`src/rtl/alu_pkg.sv`:
```
// -----------------------------------------------------------------------------
// alu_pkg
// Shared definitions for the ALU issue stage and its neighbours:
//   - op-code constants for the 3-bit ALU select
//   - the alu_issue state encoding
//   - a helper telling which op codes report overflow to the consumer
// -----------------------------------------------------------------------------
package alu_pkg;

  localparam logic [2:0] PASS = 3'b000;
  localparam logic [2:0] MUL  = 3'b001;
  localparam logic [2:0] OR   = 3'b010;
  localparam logic [2:0] NOT  = 3'b011;
  localparam logic [2:0] ADD  = 3'b100;
  localparam logic [2:0] SUB  = 3'b101;
  localparam logic [2:0] INC  = 3'b110;
  localparam logic [2:0] DEC  = 3'b111;

  // IDLE is all-zero so a cleared state register means IDLE.
  typedef enum logic [1:0] {
    IDLE = 2'b00,
    EXEC = 2'b01,
    HOLD = 2'b10
  } alu_issue_state_e;

  // Only the add/subtract ops forward the ALU overflow flags; every other op
  // reports no overflow regardless of what the ALU drives.
  function automatic logic flags_apply(input logic [2:0] sel);
    return (sel == ADD) || (sel == SUB);
  endfunction

endpackage

```
`src/rtl/alu_issue.sv`:
```
// -----------------------------------------------------------------------------
// alu_issue
// Issue/capture stage wrapped around an external combinational ALU. A command
// is accepted in IDLE, its operands are held on alu_a/alu_b/alu_sel through
// EXEC, the ALU result is captured at the end of EXEC and offered to the
// consumer in HOLD until res_ready. Sticky flags accumulate overflow reports.
//
// Optional feature: define ALU_ISSUE_ACC_EN to add an accumulator that
// follows every captured result and can replace operand A (cmd_acc=1).
// Without it, cmd_acc is present but ignored.
//
// Ports:
//   clk, rst                 clock, synchronous active-high reset
//   cmd_valid/ready          command handshake (ready only in IDLE)
//   cmd_sel/a/b/acc          command op code, operands, accumulator select
//   alu_a/b/sel              registered operands toward the external ALU
//   alu_out/uovf/sovf        ALU result and overflow flags
//   res_valid/ready          result handshake (valid only in HOLD)
//   res_data/uovf/sovf       captured result and its overflow flags
//   sticky_uovf/sovf         OR of result flags since the last clear
//   flag_clr                 clear both sticky flags
// -----------------------------------------------------------------------------
module alu_issue
  import alu_pkg::*;
#(
  parameter int WIDTH = 8
) (
  input  logic             clk,
  input  logic             rst,
  input  logic             cmd_valid,
  output logic             cmd_ready,
  input  logic [2:0]       cmd_sel,
  input  logic [WIDTH-1:0] cmd_a,
  input  logic [WIDTH-1:0] cmd_b,
  input  logic             cmd_acc,
  output logic [WIDTH-1:0] alu_a,
  output logic [WIDTH-1:0] alu_b,
  output logic [2:0]       alu_sel,
  input  logic [WIDTH-1:0] alu_out,
  input  logic             alu_uovf,
  input  logic             alu_sovf,
  output logic             res_valid,
  input  logic             res_ready,
  output logic [WIDTH-1:0] res_data,
  output logic             res_uovf,
  output logic             res_sovf,
  output logic             sticky_uovf,
  output logic             sticky_sovf,
  input  logic             flag_clr
);

  alu_issue_state_e state;
  alu_issue_state_e state_next;
  logic [WIDTH-1:0] op_a;
  logic [WIDTH-1:0] op_b;
  logic [2:0]       op_sel;
  logic [WIDTH-1:0] op_a_next;
  logic             accept;
  logic             capture;
  logic             new_uovf;
  logic             new_sovf;

  // cmd_* are only looked at in IDLE, so they cannot disturb EXEC or HOLD.
  assign accept  = (state == IDLE) && cmd_valid;
  assign capture = (state == EXEC);

  assign new_uovf = capture && flags_apply(op_sel) && alu_uovf;
  assign new_sovf = capture && flags_apply(op_sel) && alu_sovf;

`ifdef ALU_ISSUE_ACC_EN
  logic [WIDTH-1:0] acc;

  // Operand A source: accumulator when chaining is requested.
  always_comb begin
    op_a_next = cmd_a;
    if (cmd_acc) begin
      op_a_next = acc;
    end else begin
      op_a_next = cmd_a;
    end
  end

  // Accumulator follows every captured result.
  always_ff @(posedge clk) begin
    if (rst) begin
      acc <= {WIDTH{1'b0}};
    end else if (capture) begin
      acc <= alu_out;
    end
  end
`else
  logic unused_cmd_acc;
  assign unused_cmd_acc = cmd_acc;
  assign op_a_next      = cmd_a;
`endif

  // Next-state decode: IDLE -> EXEC -> HOLD -> IDLE.
  always_comb begin
    state_next = state;
    case (state)
      IDLE: begin
        if (cmd_valid) begin
          state_next = EXEC;
        end else begin
          state_next = IDLE;
        end
      end
      EXEC: state_next = HOLD;
      HOLD: begin
        if (res_ready) begin
          state_next = IDLE;
        end else begin
          state_next = HOLD;
        end
      end
      default: state_next = IDLE;
    endcase
  end

  // State plus handshake outputs, registered straight from the next state.
  always_ff @(posedge clk) begin
    if (rst) begin
      state     <= IDLE;
      cmd_ready <= 1'b1;
      res_valid <= 1'b0;
    end else begin
      state     <= state_next;
      cmd_ready <= (state_next == IDLE);
      res_valid <= (state_next == HOLD);
    end
  end

  // Operand registers feeding the ALU, held until the next accept.
  always_ff @(posedge clk) begin
    if (rst) begin
      op_a   <= {WIDTH{1'b0}};
      op_b   <= {WIDTH{1'b0}};
      op_sel <= 3'b000;
    end else if (accept) begin
      op_a   <= op_a_next;
      op_b   <= cmd_b;
      op_sel <= cmd_sel;
    end
  end

  assign alu_a   = op_a;
  assign alu_b   = op_b;
  assign alu_sel = op_sel;

  // Result capture at the end of EXEC; stable through HOLD.
  always_ff @(posedge clk) begin
    if (rst) begin
      res_data <= {WIDTH{1'b0}};
      res_uovf <= 1'b0;
      res_sovf <= 1'b0;
    end else if (capture) begin
      res_data <= alu_out;
      res_uovf <= new_uovf;
      res_sovf <= new_sovf;
    end
  end

  // Sticky flags: a capture that sets a flag beats a same-cycle clear.
  always_ff @(posedge clk) begin
    if (rst) begin
      sticky_uovf <= 1'b0;
      sticky_sovf <= 1'b0;
    end else begin
      sticky_uovf <= (flag_clr ? 1'b0 : sticky_uovf) | new_uovf;
      sticky_sovf <= (flag_clr ? 1'b0 : sticky_sovf) | new_sovf;
    end
  end

endmodule
```
`config.mk`:
```
export PLATFORM = sky130hd
export DESIGN_NAME = alu_issue
export DESIGN_NICKNAME = d
export VERILOG_FILES = /design/src/rtl/alu_pkg.sv /design/src/rtl/alu_issue.sv
export SDC_FILE = /design/constraint.sdc
export NUM_CORES = 1
export LEC_CHECK = 0
export ABC_AREA = 1
export CAP_MARGIN = 20
export CELL_PAD_IN_SITES_DETAIL_PLACEMENT = 0
export CELL_PAD_IN_SITES_GLOBAL_PLACEMENT = 2
export CORE_MARGIN = 1
export CORE_UTILIZATION = 20
export CTS_BUF_LIST = sky130_fd_sc_hd__clkbuf_4 sky130_fd_sc_hd__clkbuf_8 sky130_fd_sc_hd__clkbuf_16
export DETAILED_ROUTE_END_ITERATION = 6
export GPL_ROUTABILITY_DRIVEN = 0
export PLACE_DENSITY = 0.76
export SLEW_MARGIN = 15
export SYNTH_ARGS = -nofsm -noshare
export SYNTH_HDL_FRONTEND = slang
export SYNTH_SLANG_ARGS = --single-unit
```
`constraint.sdc`:
```
create_clock -name clk -period 1.1 [get_ports clk]
set_input_delay 0.11 -clock clk [delete_from_list [all_inputs] [get_ports clk]]
set_output_delay 0.11 -clock clk [all_outputs]
set_load 0.01 [all_outputs]
```
==> impl_metrics.yaml <==
timing:
  slew_headroom_pct: 84.7
  fmax_mhz: 982
  skew_ps: 2.24
  hold_viol_final: 0
  drv_slew: 0
  tightestPinTransition_ps: 230
  fin_crit_sh_pct: 92.5
  period_minus_slack_ps: 1020
  setup_viol: 0
  setup_tns_ps: 0
  rsz0062_at_grt: "yes"
status:
  outcome: "finished, final reports clean"
power:
  powerDensity_nw_per_um2: 1420
  p_switching_uw: 729
  irDropWorstVdd_v: 0.000546
  p_int_uw: 2260
  p_clk_share_pct: 34.4
  combPwrFrac_pct: 18.3
  total_power_uw: 2990
  leakagePower_uw: 0.000958
  power_frac_seq_pct: 47.3
  p_sw_share_pct: 24.4
detailed_routing:
  via_per_inst: 3.98
  wire_per_inst_um: 10.8
  first_pass_iters: 4
  routed.top_layer: "met4"
  wl_met1_mm: 1.46
  drt-total-wl_mm: 3.22
  wl_met3_um: 218
  antenna_left: 0
  dr_total_vias: 1185
  drt_iter0_drc: 21
  wl_met2_mm: 1.49
  drcViolationCount: 0
cells_and_area:
  drive_gt1_share_pct: 12.6
  stdcell_count: 298
  antenna_cells: 0
  utilization_pct: 35.1
  syn_to_final_growth_pct: 68.2
  final_cell_mix: "nor2_1 (52), dfxtp_1 (34), clkdlybuf4s50_1 (33)"
  final_nets: 257
  layout_commonest_cell: "nor2_1"
critical_path:
  cp-end-kind: "register"
  crit_start: "state[0]"
  regToRegEndpoint: "alu_b[5]"
  path_class: "register to register"
  cp_data_arrival_time_ps: 1190
  worst_path_largest_cell_delay_ps: 310
  crit_chain: "inv_2 > nand3_4 > buf_12 > o21ai_0 > nor2_1"
  crit_path_end: "alu_b[5]"
  crit_slowest_cell: "dfxtp_1"
  ff2ff_path_depth: 5
  crit_family: "flip-flops"
  cp.required_ps: 1270
  crit_fanout: 12
  reg2reg_from: "state[0]"
  reg2reg_slack_ps: 80
  crit_buf_inv: 2
  worst-path-stages: 5
  start_kind: "register"
clock_tree:
  clkLatencyLatePin_ps: 280
  cts_resized: 33
  clkSinkCount: 35
  htree_levels: 2
  cts_buffers: 5
  cts.clk_slew.worst_paths_ps: 70
  cts_buffer_depth: 2
  cts_hold_buf: 0
  postCtsSetupBuffers: 0
  root_buffer: "clkbuf_8"
  cts_tree: "yes"
floorplan:
  row_count: 28
  die_h_um: 81.1
  start_util_pct: 20.9
  dieArea_sq_um: 6570
  pin_count: 68
  die_x_um: 81.1
  coreArea_sq_um: 5990
global_routing:
  grt_max_degree: 21
  grt_pass1_vias: 1086
  globalRouteTotalUtil_pct: 10.4
  antenna_found_initial: 0
  globalRoute.totalOverflow: 0
  grt_pass1_wl_mm: 5.11
placed_design:
  placed_cells: 290
  numPortBuffers: 66
  dp_hpwl_mm: 2.30
synth:
  yosys_warnings: 0
  yosysTopAreaCellShare_pct: 56.1
  synth.cell_area_sq_um: 1250
  syn_inst: 150
  ys_seq_elements: 35
  ys_seq_area_share_pct: 56.1
  yosys.area.top_type: "dfxtp_1"
  synth.area.top_cells: "dfxtp_1 (56%), nor2_1 (16%), o21ai_0 (8.4%)"
  synth_nets: 185
  synth_cell_type_count: 18
  avgSynthCellArea_sq_um: 8.33
hold_path:
  hold_class: "input port to register"
  min_path_cells: 3
job:
  maxCapViolCount: 0
[worst min path at each step]
| stage | endpoint | startpoint | slack [ps] |
|---|---|---|---|
| finish | res_data[0] | alu_out[0] | 410 |
| global route | res_data[2] | alu_out[2] | 430 |
| CTS | res_data[0] | alu_out[0] | 410 |
| detailed placement | res_uovf | res_uovf | 460 |
| global placement | sticky_uovf | sticky_uovf | 460 |
| floorplan | res_data[1] | alu_out[1] | 240 |
[per-stage QoR]
step	hold slack, ps	worst slack, ps	cell area [sq um]
6_report	412	82.2	2100
5_1_grt	428	-15.1	2100
4_1_cts	407	45.8	2090
3_5_place_dp	463	-146	2030
3_3_place_gp	455	-132	2030
2_1_floorplan	245	163	1250
[cell usage after synthesis, drive strengths merged]
cell type / number
o21ai: 27
clkinv: 1
nand3b: 1
inv: 6
a21oi: 6
nor2: 57
buf: 8
nand2: 5
nand3: 4
dfxtp: 35
[worst min-delay path, stage by stage]
cell,delay [ps]
clkdlybuf4s50_1,400
nor2_1,100
nor2_1,50
[sequential cells by signal, summed over array words and instances, names as in the netlist]
register and flops:
res_valid 1, alu_b 8, state 2, res_data 8, alu_sel 3, alu_a 8, cmd_ready 1, res_sovf 1
res_uovf 1, sticky_uovf 1, sticky_sovf 1
[cells by family (layout without fill, tap and decap cells)]
group	Yosys count	in the layout	share of synthesized area (%)
simple gates	67	67	22.8
flops	35	35	56.1
compound gates	33	33	13.2
buf+inv	15	88	7.91
[layout make-up]
cell class	instances	area, sq um
repair buffers	73	711
multi-input cells	100	459
fillers	648	3890
clock buffers	8	104
flip-flops and latches	35	702
well taps	75	93.8
inverters	7	32.5
[power by group through the flow]
stage	registers, uW	logic [uW]	clock network (uW)
after global placement	1440	612	0
after global routing	1430	604	1120
after detailed placement	1450	611	0
after CTS	1410	552	1070
final	1410	547	1030
after floorplan	1480	210	0
[layer usage]
metal	vias to the layer above	global-route usage [%]
met5	-	0
met1	521	12.8
li1	620	-
met2	39	16.3
met4	0	4.29
met3	5	3.71
No activity file was read; power rests on OpenSTA's default activity.
